===== config.mk =====
export PLATFORM = sky130hd
export DESIGN_NAME = ssd1306_spi_receiver_flat
export DESIGN_NICKNAME = d
export VERILOG_FILES = /design/src/rtl/ssd1306_spi_receiver_if.sv /design/src/rtl/ssd1306_spi_receiver.sv /design/src/flat_wrapper.sv
export SDC_FILE = /design/constraint.sdc
export NUM_CORES = 1
export LEC_CHECK = 0
export CAP_MARGIN = 20
export CORE_MARGIN = 1.5
export CORE_UTILIZATION = 51
export CTS_CLUSTER_DIAMETER = 100
export DETAILED_ROUTE_END_ITERATION = 8
export GPL_TIMING_DRIVEN = 0
export PLACE_DENSITY = 0.87
export SYNTH_ARGS = -nofsm -noshare
export SYNTH_HDL_FRONTEND = slang
export SYNTH_SLANG_ARGS = --single-unit

===== constraint.sdc =====
create_clock -name clk_in -period 1.9 [get_ports clk_in]
set_input_delay 0.57 -clock clk_in [delete_from_list [all_inputs] [get_ports clk_in]]
set_output_delay 0.57 -clock clk_in [all_outputs]
set_load 0.01 [all_outputs]

===== src/rtl/ssd1306_spi_receiver_if.sv =====
// Signal bundle for the SSD1306 4-wire SPI link and the decoded byte/framebuffer outputs.
// The master side drives the SPI pins; the slave side is the receiver.
interface ssd1306_spi_receiver_if;
  logic       spi_csn_in;
  logic       spi_dc_in;
  logic       spi_clk_in;
  logic       spi_mosi_in;
  logic       byte_valid_out;
  logic [7:0] byte_out;
  logic       byte_is_data_out;
  logic       fb_we_out;
  logic [9:0] fb_addr_out;
  logic [7:0] fb_data_out;
  logic [2:0] page_out;
  logic [6:0] col_out;
  logic [1:0] mode_out;
  logic       display_on_out;
  logic       cmd_error_out;

  modport master (
    output spi_csn_in, spi_dc_in, spi_clk_in, spi_mosi_in,
    input  byte_valid_out, byte_out, byte_is_data_out, fb_we_out, fb_addr_out, fb_data_out,
    input  page_out, col_out, mode_out, display_on_out, cmd_error_out
  );

  modport slave (
    input  spi_csn_in, spi_dc_in, spi_clk_in, spi_mosi_in,
    output byte_valid_out, byte_out, byte_is_data_out, fb_we_out, fb_addr_out, fb_data_out,
    output page_out, col_out, mode_out, display_on_out, cmd_error_out
  );
endinterface


===== src/rtl/ssd1306_spi_receiver.sv =====
// Display-side SSD1306 SPI receiver: oversamples the link, assembles bytes, decodes
// addressing commands and emits framebuffer writes with page/column addresses.
module ssd1306_spi_receiver #(
  parameter int unsigned SYNC_STAGES = 2,
  parameter int unsigned COLUMNS     = 128,
  parameter int unsigned PAGES       = 8
) (
  input logic                   clk_in,
  input logic                   rstn_in,
  ssd1306_spi_receiver_if.slave bus
);

  typedef enum logic [0:0] {StIdle, StArg} state_e;

  // Per stage: {mosi, sclk, dc, csn}; csn resets high so nothing shifts out of reset.
  logic [SYNC_STAGES-1:0][3:0] sync_q, sync_d;
  logic csn_s, dc_s, sclk_s, mosi_s;
  logic sclk_prev_q;
  logic sclk_rise;

  logic [2:0] bit_cnt_q, bit_cnt_d;
  logic [6:0] shift_q, shift_d;
  logic [7:0] rx_byte;
  logic       rx_done;

  state_e     state_q, state_d;
  logic [7:0] cmd_q, cmd_d;
  logic [2:0] args_left_q, args_left_d;
  logic [2:0] n_args;
  logic [6:0] col_q, col_d, col_start_q, col_start_d, col_end_q, col_end_d;
  logic [2:0] page_q, page_d, page_start_q, page_start_d, page_end_q, page_end_d;
  logic [1:0] mode_q, mode_d;
  logic       display_on_q, display_on_d;
  logic       byte_valid_q, byte_valid_d;
  logic [7:0] byte_q, byte_d;
  logic       byte_is_data_q, byte_is_data_d;
  logic       fb_we_q, fb_we_d;
  logic [9:0] fb_addr_q, fb_addr_d;
  logic [7:0] fb_data_q, fb_data_d;
  logic       cmd_error_q, cmd_error_d;
  logic       col_at_end, page_at_end;

  assign sync_d = {sync_q[SYNC_STAGES-2:0],
                   {bus.spi_mosi_in, bus.spi_clk_in, bus.spi_dc_in, bus.spi_csn_in}};
  assign {mosi_s, sclk_s, dc_s, csn_s} = sync_q[SYNC_STAGES-1];
  assign sclk_rise = sclk_s & ~sclk_prev_q;
  assign rx_byte   = {shift_q, mosi_s};

  always_comb begin
    bit_cnt_d = bit_cnt_q;
    shift_d   = shift_q;
    rx_done   = 1'b0;
    if (csn_s) begin
      bit_cnt_d = '0;
    end else if (sclk_rise) begin
      shift_d   = rx_byte[6:0];
      bit_cnt_d = bit_cnt_q + 3'd1;
      rx_done   = (bit_cnt_q == 3'd7);
    end
  end

  assign col_at_end  = (col_q == col_end_q);
  assign page_at_end = (page_q == page_end_q);

  always_comb begin
    state_d        = state_q;
    cmd_d          = cmd_q;
    args_left_d    = args_left_q;
    n_args         = 3'd0;
    col_d          = col_q;
    col_start_d    = col_start_q;
    col_end_d      = col_end_q;
    page_d         = page_q;
    page_start_d   = page_start_q;
    page_end_d     = page_end_q;
    mode_d         = mode_q;
    display_on_d   = display_on_q;
    byte_valid_d   = 1'b0;
    byte_d         = byte_q;
    byte_is_data_d = byte_is_data_q;
    fb_we_d        = 1'b0;
    fb_addr_d      = fb_addr_q;
    fb_data_d      = fb_data_q;
    cmd_error_d    = 1'b0;

    if (rx_done) begin
      byte_valid_d   = 1'b1;
      byte_d         = rx_byte;
      byte_is_data_d = dc_s;
      if (dc_s) begin
        fb_we_d   = 1'b1;
        fb_addr_d = 10'(32'(page_q) * COLUMNS + 32'(col_q));
        fb_data_d = rx_byte;
        if (state_q == StArg) begin
          cmd_error_d = 1'b1;
          args_left_d = '0;
          state_d     = StIdle;
        end
        case (mode_q)
          2'd0: begin
            if (col_at_end) begin
              col_d  = col_start_q;
              page_d = page_at_end ? page_start_q : page_q + 3'd1;
            end else begin
              col_d = col_q + 7'd1;
            end
          end
          2'd1: begin
            if (page_at_end) begin
              page_d = page_start_q;
              col_d  = col_at_end ? col_start_q : col_q + 7'd1;
            end else begin
              page_d = page_q + 3'd1;
            end
          end
          default: col_d = col_at_end ? col_start_q : col_q + 7'd1;
        endcase
      end else if (state_q == StArg) begin
        args_left_d = args_left_q - 3'd1;
        if (args_left_q == 3'd1) state_d = StIdle;
        // Two-argument commands: args_left == 2 marks the first argument.
        case (cmd_q)
          8'h20: mode_d = (rx_byte[1:0] == 2'd3) ? 2'd2 : rx_byte[1:0];
          8'h21: begin
            if (args_left_q == 3'd2) begin
              col_start_d = rx_byte[6:0];
            end else begin
              col_end_d = rx_byte[6:0];
              col_d     = col_start_q;
            end
          end
          8'h22: begin
            if (args_left_q == 3'd2) begin
              page_start_d = rx_byte[2:0];
            end else begin
              page_end_d = rx_byte[2:0];
              page_d     = page_start_q;
            end
          end
          default: ;
        endcase
      end else begin
        cmd_d = rx_byte;
        casez (rx_byte)
          8'b0000_????: col_d[3:0] = rx_byte[3:0];
          8'b0001_0???: col_d[6:4] = rx_byte[2:0];
          8'b1011_0???: page_d = rx_byte[2:0];
          8'hAE: display_on_d = 1'b0;
          8'hAF: display_on_d = 1'b1;
          8'h20, 8'h81, 8'h8D, 8'hA8, 8'hD3, 8'hD5, 8'hD9, 8'hDA, 8'hDB: n_args = 3'd1;
          8'h21, 8'h22, 8'hA3: n_args = 3'd2;
          8'h29, 8'h2A: n_args = 3'd5;
          8'h26, 8'h27: n_args = 3'd6;
          default: ;
        endcase
        if (n_args != 3'd0) begin
          state_d     = StArg;
          args_left_d = n_args;
        end
      end
    end
  end

  always_ff @(posedge clk_in or negedge rstn_in) begin
    if (!rstn_in) begin
      sync_q         <= {SYNC_STAGES{4'b0001}};
      sclk_prev_q    <= 1'b0;
      bit_cnt_q      <= '0;
      shift_q        <= '0;
      state_q        <= StIdle;
      cmd_q          <= '0;
      args_left_q    <= '0;
      col_q          <= '0;
      col_start_q    <= '0;
      col_end_q      <= 7'(COLUMNS - 1);
      page_q         <= '0;
      page_start_q   <= '0;
      page_end_q     <= 3'(PAGES - 1);
      mode_q         <= 2'd2;
      display_on_q   <= 1'b0;
      byte_valid_q   <= 1'b0;
      byte_q         <= '0;
      byte_is_data_q <= 1'b0;
      fb_we_q        <= 1'b0;
      fb_addr_q      <= '0;
      fb_data_q      <= '0;
      cmd_error_q    <= 1'b0;
    end else begin
      sync_q         <= sync_d;
      sclk_prev_q    <= sclk_s;
      bit_cnt_q      <= bit_cnt_d;
      shift_q        <= shift_d;
      state_q        <= state_d;
      cmd_q          <= cmd_d;
      args_left_q    <= args_left_d;
      col_q          <= col_d;
      col_start_q    <= col_start_d;
      col_end_q      <= col_end_d;
      page_q         <= page_d;
      page_start_q   <= page_start_d;
      page_end_q     <= page_end_d;
      mode_q         <= mode_d;
      display_on_q   <= display_on_d;
      byte_valid_q   <= byte_valid_d;
      byte_q         <= byte_d;
      byte_is_data_q <= byte_is_data_d;
      fb_we_q        <= fb_we_d;
      fb_addr_q      <= fb_addr_d;
      fb_data_q      <= fb_data_d;
      cmd_error_q    <= cmd_error_d;
    end
  end

  assign bus.byte_valid_out   = byte_valid_q;
  assign bus.byte_out         = byte_q;
  assign bus.byte_is_data_out = byte_is_data_q;
  assign bus.fb_we_out        = fb_we_q;
  assign bus.fb_addr_out      = fb_addr_q;
  assign bus.fb_data_out      = fb_data_q;
  assign bus.page_out         = page_q;
  assign bus.col_out          = col_q;
  assign bus.mode_out         = mode_q;
  assign bus.display_on_out   = display_on_q;
  assign bus.cmd_error_out    = cmd_error_q;

endmodule


===== src/flat_wrapper.sv =====
// flat-port wrapper written by rule: the top's interface ports become plain ports
module ssd1306_spi_receiver_flat 
#(
  parameter int unsigned SYNC_STAGES = 2,
  parameter int unsigned COLUMNS     = 128,
  parameter int unsigned PAGES       = 8
)
  (clk_in, rstn_in, bus_spi_csn_in, bus_spi_dc_in, bus_spi_clk_in, bus_spi_mosi_in, bus_byte_valid_out, bus_byte_out, bus_byte_is_data_out, bus_fb_we_out, bus_fb_addr_out, bus_fb_data_out, bus_page_out, bus_col_out, bus_mode_out, bus_display_on_out, bus_cmd_error_out);
  ssd1306_spi_receiver_if bus_i ();
  input logic clk_in;
  input logic rstn_in;
  input wire logic [$bits(bus_i.spi_csn_in)-1:0] bus_spi_csn_in;
  input wire logic [$bits(bus_i.spi_dc_in)-1:0] bus_spi_dc_in;
  input wire logic [$bits(bus_i.spi_clk_in)-1:0] bus_spi_clk_in;
  input wire logic [$bits(bus_i.spi_mosi_in)-1:0] bus_spi_mosi_in;
  output wire logic [$bits(bus_i.byte_valid_out)-1:0] bus_byte_valid_out;
  output wire logic [$bits(bus_i.byte_out)-1:0] bus_byte_out;
  output wire logic [$bits(bus_i.byte_is_data_out)-1:0] bus_byte_is_data_out;
  output wire logic [$bits(bus_i.fb_we_out)-1:0] bus_fb_we_out;
  output wire logic [$bits(bus_i.fb_addr_out)-1:0] bus_fb_addr_out;
  output wire logic [$bits(bus_i.fb_data_out)-1:0] bus_fb_data_out;
  output wire logic [$bits(bus_i.page_out)-1:0] bus_page_out;
  output wire logic [$bits(bus_i.col_out)-1:0] bus_col_out;
  output wire logic [$bits(bus_i.mode_out)-1:0] bus_mode_out;
  output wire logic [$bits(bus_i.display_on_out)-1:0] bus_display_on_out;
  output wire logic [$bits(bus_i.cmd_error_out)-1:0] bus_cmd_error_out;
  assign bus_i.spi_csn_in = bus_spi_csn_in;
  assign bus_i.spi_dc_in = bus_spi_dc_in;
  assign bus_i.spi_clk_in = bus_spi_clk_in;
  assign bus_i.spi_mosi_in = bus_spi_mosi_in;
  assign bus_byte_valid_out = bus_i.byte_valid_out;
  assign bus_byte_out = bus_i.byte_out;
  assign bus_byte_is_data_out = bus_i.byte_is_data_out;
  assign bus_fb_we_out = bus_i.fb_we_out;
  assign bus_fb_addr_out = bus_i.fb_addr_out;
  assign bus_fb_data_out = bus_i.fb_data_out;
  assign bus_page_out = bus_i.page_out;
  assign bus_col_out = bus_i.col_out;
  assign bus_mode_out = bus_i.mode_out;
  assign bus_display_on_out = bus_i.display_on_out;
  assign bus_cmd_error_out = bus_i.cmd_error_out;
  ssd1306_spi_receiver #(.SYNC_STAGES(SYNC_STAGES), .COLUMNS(COLUMNS), .PAGES(PAGES)) u_core (.clk_in(clk_in), .rstn_in(rstn_in), .bus(bus_i));
endmodule

==> results of run 1 <==
## worst min-delay path by stage
stage / from / end / slack (ns)
2_1_floorplan: rstn_in / u_core.args_left_q[0]$_DFFE_PN0P_ / 0.27
3_3_place_gp: u_core.sync_d[7]$_DFF_PN0_ / u_core.mosi_s$_DFF_PN0_ / 0.33
3_5_place_dp: u_core.sync_d[7]$_DFF_PN0_ / u_core.mosi_s$_DFF_PN0_ / 0.33
4_1_cts: rstn_in / u_core.bus.fb_addr_out[4]$_DFFE_PN0P_ / 0.21
5_1_grt: rstn_in / u_core.bus.fb_addr_out[4]$_DFFE_PN0P_ / 0.24
6_report: rstn_in / u_core.bus.fb_addr_out[3]$_DFFE_PN0P_ / 0.20
## cell type report
cell class | count | area [sq um]
fillers | 665 | 3060
flip-flops and latches | 94 | 2370
multi-input cells | 267 | 2070
repair buffers | 66 | 632
clock buffers | 11 | 141
well taps | 108 | 135
plain buffers | 19 | 113
inverters | 14 | 60.1
clock inverters | 5 | 58.8
## metrics by stage
step,util,total power [mW],setup slack (ns),std cells
2_1_floorplan,-,2.52,0.0156,396
3_3_place_gp,0.591,2.70,-2.95,552
3_5_place_dp,0.594,2.73,-0.315,553
4_1_cts,0.634,4.07,-0.234,578
5_1_grt,0.646,4.26,-0.350,584
6_report,0.646,4.10,-0.292,584
## layout by cell type (no fill, tap or decap), types with 8 or more instances in the layout
| cell | count |
|---|---|
| dfstp_2 | 13 |
| nand2_1 | 46 |
| mux2i_1 | 9 |
| nand3_1 | 8 |
| inv_1 | 12 |
| mux2_2 | 49 |
| buf_4 | 17 |
| clkbuf_1 | 8 |
| xnor2_1 | 11 |
| nor2_1 | 25 |
| a21oi_1 | 19 |
| o21ai_0 | 13 |
| clkbuf_8 | 10 |
| dfrtp_1 | 76 |
| clkdlybuf4s50_1 | 40 |
## state kept, by name, indices dropped and copies added, names as in the netlist, 2 cells and up
name	flops
u_core.col_end_q	7
u_core.page_start_q	3
u_core.bus.byte_out	8
u_core.sync_d	4
u_core.bus.fb_data_out	8
u_core.bus.mode_out	2
u_core.cmd_q	8
u_core.bit_cnt_q	3
u_core.col_start_q	7
u_core.bus.fb_addr_out	10
u_core.bus.page_out	3
u_core.page_end_q	3
u_core.bus.col_out	7
u_core.args_left_q	3
u_core.shift_q	7
## repair_timing
action	CTS	global route
hold buffers	0	0
pin swaps	7	1
setup endpoints to repair	65	66
setup buffers	11	6
resized for setup	29	21
## power by group
part	total [mW]	switching [mW]	leakage [nW]	internal, mW
combinational	0.582	0.374	1.25	0.208
clock	1.35	0.706	0.0955	0.645
sequential	2.16	0.105	1.23	2.06
## logic make-up after synthesis
logic type | count (synthesis) | share of synthesized area
fa+ha+maj | 8 | 0.0220
compound gates | 57 | 0.0856
xor+xnor | 18 | 0.0351
mux | 62 | 0.153
simple gates | 122 | 0.142
buf+inv | 35 | 0.0343
flops | 94 | 0.528
## metal layers
metal / up-vias / routed length, um
li1: 1527 / -
met2: 105 / 5170
met1: 1640 / 4310
met4: 0 / 251
met3: 20 / 480
met5: - / 0
## critical path, delay by kind of cell (launching register included)
| kind | cells | cell delay, ns |
|---|---|---|
| multiplexers | 1 | 0.34 |
| AND/OR/NAND/NOR | 4 | 1.18 |
| buffers and inverters | 1 | 0.17 |
| flip-flops | 1 | 0.39 |
==> metrics.csv, run 1 <==
stage;metric;value;unit
timing;tightestPinTransition;0.607;ns
place;placed_area;5130;sq um
detailed_routing;antenna_left;0;
yosys;synth_edf_count;0;
yosys;yosysTopAreaCell;dfrtp_1;
die;die_w;96.8;um
worst_setup_path;end_kind;flop;
worst_setup_path;r2r_slack;-0.29;ns
cells_and_area;drive_above_1_share;0.305;
timing;setup_viol;37;
worst_setup_path;max_stage_delay;0.56;ns
place;io_buffers;48;
yosys;synth_area;4490;sq um
place;dp_hpwl;6810;um
grt;grt.met3_usage;0.0419;
timing;setup_tns;-7.62;ns
yosys;yosys-top-cells-area;dfrtp_1, mux2_2, dfstp_2, nand2_1, nor2_1;
yosys;synthArstFlopShare;1.00;
worst_setup_path;slowest_stage;or4b_4;
worst_setup_path;path_class;flop to flop;
clocking;clock_sinks;94;
worst_setup_path;cp-start-kind;flop;
status;violations;setup timing;
timing;finalHoldViolCount;0;
place;place.gp.congestion;0.822;
clocking;cts_root_buf;clkbuf_8;
cells_and_area;n_antenna_cell;0;
timing;relSlewSlack;0.596;
yosys;syn_inst;396;
grt;grt_pass1_vias;3310;
worst_setup_path;cp-startpoint;u_core.cmd_q[3]$_DFFE_PN0P_;
grt;use_met1;0.286;
min_path;min_path_type;input pin to async pin;
worst_setup_path;path_cells;or4b_4, nor4_4, buf_4, and2_4, nand3_2, mux2_2;
detailed_routing;drc;0;
timing;period_needed;2.19;ns
yosys;synth_top_cells_by_count;dfrtp_1, mux2_2, nand2_1;
yosys;ys.flop_type;dfrtp_1;
clocking;clk_pin_slew;0.09;ns
cells_and_area;syn2layout_area_growth;24.4;%
die;row_count;34;
grt;busiest_layer;met2;
timing;max_freq;456;MHz
yosys;synth_cell_types;56;
grt;grtUsageMet2;0.371;
yosys;synth.avg_cell_area;11.3;sq um
detailed_routing;via_count;3292;
timing;fin_ws;-0.292;ns
yosys;yosysWarnings;0;
power;vdd_ir_drop_max;0.488;mV
clocking;insertion_delay;0.37;ns
timing;finalCritPeriodShare;1.15;
worst_setup_path;crit_end;u_core.col_start_q[1]$_DFFE_PN0P_;
detailed_routing;drt-initial-drc-count;193;
flow_run;max-cap-violations;0;
grt;overflow;0;
power;power.leakage;2.58;nW
cells_and_area;finalNetCount;484;
worst_setup_path;cp.required;2.16;ns
yosys;ys_seq_area_frac;0.528;
worst_setup_path;cp.arrival;2.45;ns
grt;grt_pass1_wl;16700;um
status;status;finished with violations;
die;start_util;0.519;
die;io_pins;49;
power;powerDensity;734;nW/um^2
clocking;cts_tree;built;
worst_setup_path;r2r-end;u_core.col_start_q[1]$_DFFE_PN0P_;
detailed_routing;via_per_inst;5.64;
worst_setup_path;path_max_fanout;7;
yosys;synth.most_common_cell;dfrtp_1;
yosys;synth_top_cell_area_share;0.452;
timing;skew;0.00750;ns
cells_and_area;fin_area;5580;sq um
worst_setup_path;timing.rr.start;u_core.cmd_q[3]$_DFFE_PN0P_;
worst_setup_path;r2r.worst_path.cells;6;
timing;whs;0.199;ns
grt;grt_max_degree;50;
grt;antenna_found_initial;0;
die;die_area;9370;sq um
grt;grt_util_all_layers;0.222;
timing;finalMaxSlewViolations;0;
timing;rsz0062_at_grt;true;
yosys;synth-seq-cells;94;
die;die_h;96.8;um
clocking;cts_inserted_buffers;9;
die;core;8640;sq um
detailed_routing;first_pass_iters;4;
clocking;htree_levels;3;
yosys;syn-num-nets;409;
detailed_routing;wl_per_cell;17.5;um
clocking;cts_buffer_depth;2;
detailed_routing;postRouteWirelength;10200;um
(Power assumes the default switching activity.)
==> inputs of run 2 (changes only) <==
CTS_CLUSTER_SIZE = 8   (was unset)
==> results of run 2 <==
Final layout, timing and power as in run 1 (identical DEF).
==> inputs of run 3 (changes only) <==
--- a/config.mk
+++ b/config.mk
@@ -14,4 +14,5 @@
 export GPL_TIMING_DRIVEN = 0
 export PLACE_DENSITY = 0.87
+export SKIP_LAST_GASP = 1
 export SYNTH_ARGS = -nofsm -noshare
 export SYNTH_HDL_FRONTEND = slang
==> constraint.sdc (replaced) <==
create_clock -name clk_in -period 1.9 [get_ports clk_in]
set_input_delay 0.57 -clock clk_in [delete_from_list [all_inputs] [get_ports clk_in]]
set_output_delay 0.57 -clock clk_in [all_outputs]
set_load 0.005 [all_outputs]
==> metrics.csv, run 3 (same netlist as run 1, synthesis figures left out) <==
stage;metric;value;unit
status;status;finished with violations;
status;violations;setup timing;
worst_setup_path;slowest_stage;or4b_4;
place;io_buffers;48;
worst_setup_path;cp-start-kind;flop;
cells_and_area;finalNetCount;487;
flow_run;max-cap-violations;0;
timing;max_freq;458;MHz
grt;grt_util_all_layers;0.221;
detailed_routing;wl_per_cell;17.5;um
timing;relSlewSlack;0.596;
die;io_pins;49;
worst_setup_path;r2r.worst_path.cells;7;
timing;period_needed;2.19;ns
timing;tightestPinTransition;0.606;ns
worst_setup_path;crit_top_cell;nor4_4;
detailed_routing;drc;0;
worst_setup_path;path_cells;or4b_4, nor4_4, a31oi_4, nor4_4, buf_6, nand4_1, o211ai_1;
cells_and_area;final_common_cell;dfrtp_1;
worst_setup_path;cp.required;2.18;ns
cells_and_area;stdcell_count;587;
clocking;cts_root_buf;clkbuf_8;
timing;finalHoldViolCount;0;
cells_and_area;final_cell_mix;dfrtp_1, mux2_2, nand2_1;
power;vdd_ir_drop_max;0.505;mV
timing;skew;0.0104;ns
cells_and_area;n_antenna_cell;0;
worst_setup_path;path_class;flop to flop;
power;p_comb_frac;0.154;
clocking;holdBufCountCts;0;
worst_setup_path;cp_num_buf_inv;1;
worst_setup_path;max_stage_delay;0.56;ns
die;start_util;0.519;
power;clkPwrFrac;0.323;
timing;whs;0.201;ns
die;die_w;96.8;um
power;swShare;0.293;
place;placed_cells;553;
timing;finalMaxSlewViolations;0;
detailed_routing;via_count;3373;
detailed_routing;antenna_left;0;
worst_setup_path;r2r-end;u_core.bus.col_out[0]$_DFFE_PN0P_;
clocking;htree_levels;3;
die;row_count;34;
clocking;clk_pin_slew;0.09;ns
clocking;cts_buffer_depth;2;
min_path;min_path_type;input pin to async pin;
worst_setup_path;end_kind;flop;
detailed_routing;via_per_inst;5.75;
power;power.leakage;2.57;nW
detailed_routing;drt-initial-drc-count;218;
timing;fin_ws;-0.285;ns
place;dp_hpwl;6810;um
timing;finalCritPeriodShare;1.15;
die;die_h;96.8;um
cells_and_area;largest_register_ffs;10;
grt;grt_pass1_wl;16600;um
worst_setup_path;crit_family;simple AND/OR/NAND/NOR gates;
power;powerDensity;736;nW/um^2
worst_setup_path;r2r_slack;-0.29;ns
detailed_routing;postRouteWirelength;10300;um
cells_and_area;drive_above_1_share;0.324;
timing;rsz0062_at_grt;true;
cells_and_area;syn2layout_area_growth;26.1;%
die;core;8640;sq um
place;place.gp.congestion;0.822;
detailed_routing;first_pass_iters;5;
grt;grt_max_degree;50;
cells_and_area;nFillCells;653;
cells_and_area;multi_input_area;2100;sq um
timing;setup_tns;-7.35;ns
clocking;insertion_delay;0.36;ns
power;intPower;2.95;mW
power;p_sw;1.22;mW
power;seqPwrFrac;0.523;
timing;setup_viol;36;
worst_setup_path;timing.rr.start;u_core.cmd_q[3]$_DFFE_PN0P_;
die;die_area;9370;sq um
worst_setup_path;path_max_fanout;8;
clocking;clock_sinks;94;
grt;overflow;0;
grt;antenna_found_initial;0;
clocking;cts_tree;built;
clocking;cts_inserted_buffers;9;
grt;grt_pass1_vias;3302;
cells_and_area;regArea;2380;sq um
worst_setup_path;cp.arrival;2.46;ns
run 3: changes by cell type in the layout (fill, tap and decap cells not counted), sizes merged:
cell | before | now
buf | 28 | 30
clkdlybuf4s50 | 40 | 43
dlygate4sd2 | 7 | 4
clkbuf | 21 | 22
run 3: how the worst max path moves through the flow:
| stage | startpoint | end | slack (ns) | cells after the start |
|---|---|---|---|---|
| 5_1_grt | u_core.cmd_q[3]$_DFFE_PN0P_ | u_core.bus.col_out[0]$_DFFE_PN0P_ | -0.35 | 7 |
| 3_3_place_gp | rstn_in | u_core.sync_d[6]$_DFF_PN0_ | -2.95 | 1 |
| 4_1_cts | u_core.cmd_q[3]$_DFFE_PN0P_ | u_core.bus.col_out[0]$_DFFE_PN0P_ | -0.23 | 7 |
| 3_5_place_dp | u_core.shift_q[5]$_DFFE_PN0P_ | u_core.args_left_q[1]$_DFFE_PN0P_ | -0.32 | 6 |
| 2_1_floorplan | u_core.cmd_q[3]$_DFFE_PN0P_ | u_core.bus.page_out[0]$_DFFE_PN0P_ | 0.02 | 6 |
| 6_report | u_core.cmd_q[3]$_DFFE_PN0P_ | u_core.bus.col_out[0]$_DFFE_PN0P_ | -0.29 | 7 |
run 3: per-stage QoR:
| step | setup WS (ns) | power [mW] | area (sq um) | utilization |
|---|---|---|---|---|
| 2_1_floorplan | 0.0156 | 2.52 | 4490 | - |
| 3_3_place_gp | -2.95 | 2.70 | 5100 | 0.591 |
| 3_5_place_dp | -0.315 | 2.73 | 5130 | 0.594 |
| 4_1_cts | -0.234 | 4.07 | 5480 | 0.634 |
| 5_1_grt | -0.350 | 4.31 | 5660 | 0.655 |
| 6_report | -0.285 | 4.17 | 5660 | 0.655 |
run 3: worst register-to-register path: cells and delay by family (launching register included):
kind | cells | cell delay (ns)
simple gates | 4 | 1.24
compound gates | 2 | 0.30
flops | 1 | 0.39
buf+inv | 1 | 0.17
run 3: power by group through the flow:
stage / Combinational (mW) / Clock, mW / Sequential [mW]
CTS: 0.528 / 1.38 / 2.16
detailed placement: 0.584 / 0 / 2.15
floorplan: 0.382 / 0 / 2.14
finish: 0.640 / 1.35 / 2.18
global placement: 0.558 / 0 / 2.14
global route: 0.688 / 1.44 / 2.18
run 3: routing by layer:
| metal | global-route usage | wire length [um] | up-vias |
|---|---|---|---|
| li1 | - | - | 1531 |
| met3 | 0.0332 | 567 | 26 |
| met2 | 0.371 | 5160 | 149 |
| met1 | 0.290 | 4350 | 1667 |
| met4 | 0.0836 | 212 | 0 |
| met5 | 0 | 0 | - |
run 3: area by class of cell:
class / instances / share of cell area
flip-flops and latches: 94 / 0.420
multi-input cells: 267 / 0.372
repair buffers: 69 / 0.117
clock buffers: 11 / 0.0250
well taps: 108 / 0.0239
plain buffers: 19 / 0.0212
inverters: 14 / 0.0106
clock inverters: 5 / 0.0104
run 3: what timing repair did:
item / 4_1_cts / 5_1_grt
pin swaps: 7 / 4
gates resized for setup: 25 / 36
endpoints found under the hold margin: 0 / 0
endpoints found under the setup margin: 65 / 67
buffers inserted: 12 / 8
